<file path="config.mk">
export PLATFORM = sky130hd
export DESIGN_NAME = uart_tx_arb
export DESIGN_NICKNAME = d
export VERILOG_FILES = /design/src/rtl/uart_tx_arb.sv
export SDC_FILE = /design/constraint.sdc
export NUM_CORES = 1
export LEC_CHECK = 0
export ABC_AREA = 1
export BUFFER_PORTS_ARGS = -buffer_cell sky130_fd_sc_hd__buf_2
export CAP_MARGIN = 20
export CORE_ASPECT_RATIO = 1.1
export CORE_MARGIN = 5
export CORE_UTILIZATION = 40
export DETAILED_ROUTE_END_ITERATION = 7
export PLACE_DENSITY = 0.73
export SLEW_MARGIN = 20
export SYNTH_ARGS = -nofsm -noshare
export SYNTH_HDL_FRONTEND = slang
export SYNTH_SLANG_ARGS = --single-unit
</file>
<file path="constraint.sdc">
create_clock -name sclk -period 2.3 [get_ports sclk]
set_clock_uncertainty 0.2 [all_clocks]
set_input_delay 0.23 -clock sclk [delete_from_list [all_inputs] [get_ports sclk]]
set_output_delay 0.23 -clock sclk [all_outputs]
set_load 0.01 [all_outputs]
</file>
<file path="src/rtl/uart_tx_arb.sv">
// Round-robin arbiter sharing one uart_tx serializer between NUM_REQ byte-stream
// requesters; packets are atomic and a stalled owner loses its grant after TIMEOUT cycles.
module uart_tx_arb #(
  parameter int unsigned NUM_REQ = 4,
  parameter int unsigned TIMEOUT = 1024,
  parameter int unsigned CNT_W   = 11
) (
  input  logic                   sclk,
  input  logic                   s_rst,
  input  logic [NUM_REQ-1:0]     req_valid,
  input  logic [8*NUM_REQ-1:0]   req_data,
  input  logic [NUM_REQ-1:0]     req_last,
  output logic [NUM_REQ-1:0]     req_ack,
  output logic [NUM_REQ-1:0]     gnt,
  output logic [7:0]             tx_data,
  output logic                   tx_trig,
  input  logic                   tx_done,
  output logic                   err_timeout
);

  localparam int unsigned IDX_W  = (NUM_REQ > 1) ? $clog2(NUM_REQ) : 1;
  localparam int unsigned CAND_W = IDX_W + 1;
  localparam logic [CNT_W-1:0] CNT_MAX  = CNT_W'(TIMEOUT - 1);
  localparam logic [IDX_W-1:0] IDX_LAST = IDX_W'(NUM_REQ - 1);

  typedef enum logic [1:0] {IDLE, SEND, WAIT} state_t;

  state_t             state, state_n;
  logic [IDX_W-1:0]   cur_idx, idx_n;
  logic [IDX_W-1:0]   rr_ptr, rr_n;
  logic [CNT_W-1:0]   cnt, cnt_n;
  logic               last_r, last_n;
  logic [NUM_REQ-1:0] gnt_n, ack_n;
  logic [7:0]         data_n;
  logic               trig_n, err_n;

  logic               pick_vld;
  logic [IDX_W-1:0]   pick_idx;
  logic [CAND_W-1:0]  cand;
  logic [7:0]         cur_data;
  logic               cur_valid, cur_last;
  logic [IDX_W-1:0]   next_ptr;

  // First valid requester searching upward from rr_ptr, wrapping at NUM_REQ
  always_comb begin
    pick_vld = 1'b0;
    pick_idx = '0;
    cand     = '0;
    for (int unsigned i = 0; i < NUM_REQ; i++) begin
      cand = {1'b0, rr_ptr} + CAND_W'(i);
      if (cand >= CAND_W'(NUM_REQ)) cand = cand - CAND_W'(NUM_REQ);
      if (!pick_vld && req_valid[cand]) begin
        pick_vld = 1'b1;
        pick_idx = cand[IDX_W-1:0];
      end
    end
  end

  // Owner's request lines
  always_comb begin
    cur_data  = '0;
    cur_valid = 1'b0;
    cur_last  = 1'b0;
    for (int unsigned i = 0; i < NUM_REQ; i++) begin
      if (cur_idx == IDX_W'(i)) begin
        cur_data  = req_data[8*i +: 8];
        cur_valid = req_valid[i];
        cur_last  = req_last[i];
      end
    end
  end

  assign next_ptr = (cur_idx == IDX_LAST) ? '0 : cur_idx + IDX_W'(1);

  always_ff @(posedge sclk or posedge s_rst) begin
    if (s_rst) begin
      state       <= IDLE;
      cur_idx     <= '0;
      rr_ptr      <= '0;
      cnt         <= '0;
      last_r      <= 1'b0;
      gnt         <= '0;
      req_ack     <= '0;
      tx_data     <= 8'h00;
      tx_trig     <= 1'b0;
      err_timeout <= 1'b0;
    end else begin
      state       <= state_n;
      cur_idx     <= idx_n;
      rr_ptr      <= rr_n;
      cnt         <= cnt_n;
      last_r      <= last_n;
      gnt         <= gnt_n;
      req_ack     <= ack_n;
      tx_data     <= data_n;
      tx_trig     <= trig_n;
      err_timeout <= err_n;
    end
  end

  // Next state and next registered outputs
  always_comb begin
    state_n = state;
    idx_n   = cur_idx;
    rr_n    = rr_ptr;
    cnt_n   = cnt;
    last_n  = last_r;
    gnt_n   = gnt;
    ack_n   = '0;
    data_n  = tx_data;
    trig_n  = 1'b0;
    err_n   = 1'b0;
    case (state)
      IDLE: begin
        if (pick_vld) begin
          idx_n   = pick_idx;
          gnt_n   = NUM_REQ'(1) << pick_idx;
          cnt_n   = '0;
          state_n = SEND;
        end
      end
      SEND: begin
        if (cur_valid) begin
          trig_n  = 1'b1;
          data_n  = cur_data;
          ack_n   = gnt;
          last_n  = cur_last;
          cnt_n   = '0;
          state_n = WAIT;
        end else if (cnt == CNT_MAX) begin
          // Owner stalled mid-packet: revoke and demote it
          err_n   = 1'b1;
          gnt_n   = '0;
          rr_n    = next_ptr;
          cnt_n   = '0;
          state_n = IDLE;
        end else begin
          cnt_n = cnt + CNT_W'(1);
        end
      end
      WAIT: begin
        if (tx_done) begin
          if (last_r) begin
            gnt_n   = '0;
            rr_n    = next_ptr;
            state_n = IDLE;
          end else begin
            state_n = SEND;
          end
        end
      end
      default: state_n = IDLE;
    endcase
  end

endmodule
</file>
==> flow_metrics.tcl, run 1 <==
set metrics [dict create \
    status "complete, no violations" \
    netlist_top_cells_area "dfrtp_1 36%, nand2_1 16%, nand3_1 7.4%" \
    syn_area_per_cell_um2 7.11 \
    yosys.cell_types.count 33 \
    p_int_uw 1810 \
    synth-seq-cells 36 \
    synth_edf_count 0 \
    slew_violations 0 \
    critPathMaxStageDelay_ns 0.44 \
    clock.fmax_mhz 471 \
    place_hpwl_um 4870 \
    numCtsBuffers 5 \
    grt_pass1_wl_um 10700 \
    power_density_nw_per_um2 1230 \
    worstPathArrival_ns 2.16 \
    synthArstFlopShare 1.00 \
    pwr-share-seq 0.260 \
    antenna_left 0 \
    dpl_cell_area_um2 2900 \
    drc_errors 0 \
    synthCells 352 \
    holdCritPathClass "in2reg" \
    startpoint_type "flop" \
    first_pass_iters 4 \
    fin_area_um2 3010 \
    die_h_um 92.9 \
    antenna_found_initial 0 \
    post-route-period-util 0.922 \
    clkLatencyLatePin_ns 0.29 \
    worstPathCellList "ha_1 > inv_1 > nor2_2 > nand3_2 > nand2_1 > nand3_1 > nor2_1 > nand2_2 > nor2_4 > nand3_1 > nand2_1" \
    die_w_um 85.4 \
    end_kind "flop" \
    synth_nets 404 \
    clock_power_share 0.117 \
    setup_viol 0 \
    tritoncts "yes" \
    gp_congestion 0.866 \
    core_area_um2 6120 \
    rsz0062_at_grt "false" \
    fin_util 0.491 \
    irDropWorstVdd_uv 608 \
    critical_path_class "reg2reg" \
    post_cts_buffers 0 \
    grt_pass1_vias 2412 \
    io_pins 61 \
    synth_most_common_cell "nand2_1" \
    slowest_stage "dfrtp_1" \
    min_period_ns 2.12 \
    grt.total_usage 0.168 \
    leakagePower_uw 0.00158 \
    num_rows 30 \
    cts_htree_levels 2 \
    cts_sinks 36 \
    worstPathRequired_ns 2.34 \
    syn_to_final_growth_pct 20.2 \
    yosysSeqAreaShare 0.360 \
    start_util 0.409 \
    dieArea_um2 7940 \
    total_power_uw 3680 \
    synth_area_leader_cell "dfrtp_1" \
    clockBufferDepth 2 \
    worstPathMaxFanout 6 \
    synth_area_um2 2500 \
    diodes 0 \
    root_buffer "clkbuf_8" \
    drive_gt1_frac 0.248 \
    finalHoldViolCount 0 \
    switching_share 0.509 \
    path_clk_slew_ns 0.08 \
    drv_cap 0 \
    wl_per_cell_um 12.6 \
    wirelength_um 6310 \
    grt.overflow.total 0 \
    nets 472 \
    p_sw_uw 1870 \
    worst_slew_pin_slew_ns 0.469 \
    relSlewSlack 0.687 \
    vias 2521 \
    first_iter_violations 157 \
    pwr-share-comb 0.624 \
    ys_warn_count 0 \
    synth_common_cells "108 x nand2_1, 37 x nand3_1, 36 x dfrtp_1, 34 x inv_1, 33 x o21ai_0" \
    drt-vias-per-instance 5.04 \
    grt_max_degree 37 \
    synth.top_cell.area_share 0.360 \
    synth_top_flop_cell "dfrtp_1" \
    fin_setup_tns_ns 0 \
    portBuffers 60 \
]
[sequential cells by signal, summed over array words and instances, names as in the netlist]
signal and count:
gnt 4, state 2, err_timeout 1, last_r 1, cur_idx 2, req_ack 4
tx_data 8, tx_trig 1, cnt 11, rr_ptr 2
[timing repair]
| action | in CTS | in global routing |
|---|---|---|
| gates resized for setup | 0 | 1 |
| hold buffers | 2 | 0 |
| hold endpoints to repair | 37 | 0 |
| setup endpoints to repair | 0 | 2 |
[metrics by stage]
stage | setup WS [ns] | hold slack, ns | std cells
global route | 0.00828 | 0.0503 | 500
CTS | 0.195 | 0.0228 | 500
detailed placement | 0.208 | 0.175 | 491
global placement | 0.219 | 0.161 | 491
finish | 0.178 | 0.0323 | 500
floorplan | 0.346 | 0.185 | 352
[path summary, 6_finish.rpt]
check,start,to,slack [ns],cells past startpoint
setup reg to reg,cnt[0],gnt[2],0.18,11
min in group asynchronous,s_rst,cnt[7],0.39,4
hold reg to reg,tx_data[6],tx_data[6],0.29,2
hold / removal,req_data[24],tx_data[0],0.03,3
setup / recovery,cnt[0],gnt[2],0.18,11
max in group asynchronous,s_rst,cnt[3],1.18,4
[layer usage]
layer | up-vias | wire [um] | global-route usage
li1 | 1279 | - | -
met1 | 1167 | 2820 | 0.212
met2 | 64 | 3030 | 0.277
met5 | - | 0 | 0
met4 | 0 | 136 | 0.0660
met3 | 11 | 324 | 0.0383
[placed cells by master (no fill, tap or decap), drive strengths merged, types with 4 or more instances in the layout]
cell type  count
a21oi         15
buf           68
clkbuf         6
dfrtp         36
ha             9
inv           37
nand2        119
nand3         39
nand4          5
nor2          22
nor3          10
o21ai         41
xor2           4
[power by group through the flow]
| stage | clock (uW) | combinational, uW | sequential [uW] |
|---|---|---|---|
| floorplan | 0 | 1750 | 965 |
| global placement | 0 | 2250 | 956 |
| detailed placement | 0 | 2290 | 966 |
| CTS | 443 | 2300 | 956 |
| global route | 479 | 2610 | 984 |
| finish | 429 | 2300 | 956 |
[cell families (layout without fill, tap and decap cells)]
kind of cell / Yosys count / after routing / synth area share
flip-flops: 36 / 36 / 0.360
adder cells (fa/ha/maj): 9 / 9 / 0.0450
buffers and inverters: 47 / 115 / 0.0825
AND/OR/NAND/NOR: 197 / 197 / 0.365
XOR/XNOR: 4 / 4 / 0.0140
AO/OA/AOI/OAI: 59 / 59 / 0.133
[critical path, delay by kind of cell (launching register included)]
kind,cells,cell delay [ns]
and+or+nand+nor,9,1.07
buffers and inverters,1,0.10
DFF,1,0.44
adders and majority gates,1,0.26
[layout make-up]
type,instances,area [um2]
clock inverter,1,5.00
fill,611,3110
tap,80,100
timing repair buffer,70,380
sequential,36,901
inverter,38,148
clock buffer,6,72.6
multi-input combinational,269,1400
No activity file was read; power rests on OpenSTA's default activity.
==> run 2, diff against run 1 <==
CELL_PAD_IN_SITES_DETAIL_PLACEMENT = 1   (was default)
CELL_PAD_IN_SITES_GLOBAL_PLACEMENT = 1   (was default)
CORE_UTILIZATION = 38   (was 40)
PLACE_DENSITY = 0.9   (was 0.73)
==> flow_metrics.tcl, run 2 (synthesis gave the netlist of run 1 again) <==
set metrics [dict create \
    io_pins 61 \
    worstPathRequired_ns 2.31 \
    slew_violations 0 \
    num_rows 31 \
    status "complete, no violations" \
    busiest_layer "met2" \
    dp_slack_ns 0.0944 \
    dpl_cell_area_um2 2900 \
    critical_path_class "reg2reg" \
    leakagePower_uw 0.00158 \
    clkLatencyLatePin_ns 0.29 \
    grt_pass1_vias 2809 \
    place_hpwl_um 6040 \
    globalRouteMet1Util 0.220 \
    largestRegisters "cnt: 11 flops, tx_data: 8 flops" \
    rr_endpoint "cnt[0]" \
    grt.overflow.total 0 \
    ff2ff_setup_slack_ns 0.16 \
    irDropWorstVdd_uv 610 \
    fin_area_um2 3040 \
    grt_use_met2 0.366 \
    diodes 0 \
    cts_sinks 36 \
    power_density_nw_per_um2 1280 \
    reg2regPathDepth 11 \
    fillers 887 \
    dieArea_um2 8310 \
    min_delay_path_depth 3 \
    fin_setup_tns_ns 0 \
    post_cts_buffers 0 \
    top_register "cnt" \
    layout_commonest_cell "nand2_1" \
    drv_cap 0 \
    die_w_um 87.4 \
    finalHoldViolCount 0 \
    root_buffer "clkbuf_8" \
    fin_ws_ns 0.158 \
    antenna_left 0 \
    final_cell_mix "108 x nand2_1, 60 x buf_2, 36 x nand3_1, 35 x dfrtp_1, 34 x inv_1" \
    wl_per_cell_um 15.3 \
    dp.cells 492 \
    min_period_ns 2.14 \
    hold_start "req_data[24]" \
    wirelength_um 7680 \
    tritoncts "yes" \
    die_h_um 95.1 \
    nets 471 \
    first_iter_violations 122 \
    first_pass_iters 4 \
    start_util 0.384 \
    portBuffers 60 \
    relSlewSlack 0.688 \
    min_to "tx_data[0]" \
    drc_errors 0 \
    worstPathArrival_ns 2.15 \
    end_kind "flop" \
    r2r_start "cur_idx[1]" \
    cts_htree_levels 2 \
    path_clk_slew_ns 0.07 \
    gp_congestion 0.856 \
    grt_max_degree 37 \
    numCtsBuffers 5 \
    drt-vias-per-instance 5.25 \
    post-route-period-util 0.931 \
    largest_reg_flops 11 \
    worstPathMaxFanout 10 \
    antenna_found_initial 0 \
    holdCritPathClass "in2reg" \
    stdcell_count 501 \
    syn_to_final_growth_pct 21.4 \
    clock.fmax_mhz 467 \
    vias 2632 \
    met3_usage 0.0268 \
    startpoint_type "flop" \
    drive_gt1_frac 0.258 \
    worst_slew_pin_slew_ns 0.468 \
    grt.total_usage 0.192 \
    clockBufferDepth 2 \
    setup_viol 0 \
    grt_pass1_wl_um 12800 \
    core_area_um2 6520 \
]
[run 2: cell count changes in the layout (fill, tap and decap cells not counted), sizes merged]
cell,before,now
buf,68,67
clkbuf,6,7
clkinv,2,1
[run 2: worst max path at each step]
stage / start / to / slack [ns] / cells after the start
6_report: cur_idx[1] / cnt[0] / 0.16 / 11
5_1_grt: cur_idx[1] / cnt[0] / -0.01 / 11
4_1_cts: cnt[0] / gnt[3] / 0.07 / 11
3_5_place_dp: cnt[0] / gnt[3] / 0.09 / 11
3_3_place_gp: cnt[0] / gnt[3] / 0.14 / 11
2_1_floorplan: cur_idx[1] / cnt[0] / 0.35 / 11
[run 2: final cells by class]
type | count | area (um2) | share of cell area
sequential | 36 | 902 | 0.297
clock buffer | 7 | 96.3 | 0.0317
multi-input combinational | 269 | 1410 | 0.466
inverter | 38 | 148 | 0.0486
timing repair buffer | 69 | 373 | 0.123
tap | 82 | 103 | 0.0338
[run 2: where the power goes]
part	leakage [uW]	internal (uW)	switching (uW)
logic	0.00106	798	1620
registers	0.000473	811	158
clock network	0.0000503	267	233
[run 2: per-layer routing]
| layer | share of wire | wire length (um) |
|---|---|---|
| met5 | 0 | 0 |
| met4 | 0.022 | 168 |
| met3 | 0.029 | 226 |
| met2 | 0.55 | 4230 |
| met1 | 0.40 | 3050 |
[run 2: per-stage QoR]
stage / utilization / power [uW] / hold slack [ns]
floorplan: - / 2720 / 0.185
global placement: 0.445 / 3220 / 0.158
detailed placement: 0.445 / 3360 / 0.181
CTS: 0.463 / 3870 / 0.0340
global route: 0.466 / 4250 / 0.0532
finish: 0.466 / 3890 / 0.0362
[run 2: critical path, stage by stage, from the launching register on]
cell and delay, ns:
dfrtp_1 0.41, inv_1 0.10, ha_2 0.20, inv_2 0.09, nand3_1 0.08, nand2_1 0.06, nand2_1 0.13, nand2_1 0.11
inv_1 0.14, nand3_2 0.11, or2_2 0.31, a21oi_2 0.13
[run 2: timing repair]
item / CTS / global route
setup endpoints to repair: 0 / 11
gates resized for setup: 0 / 6
hold buffers: 2 / 0
hold endpoints to repair: 37 / 0
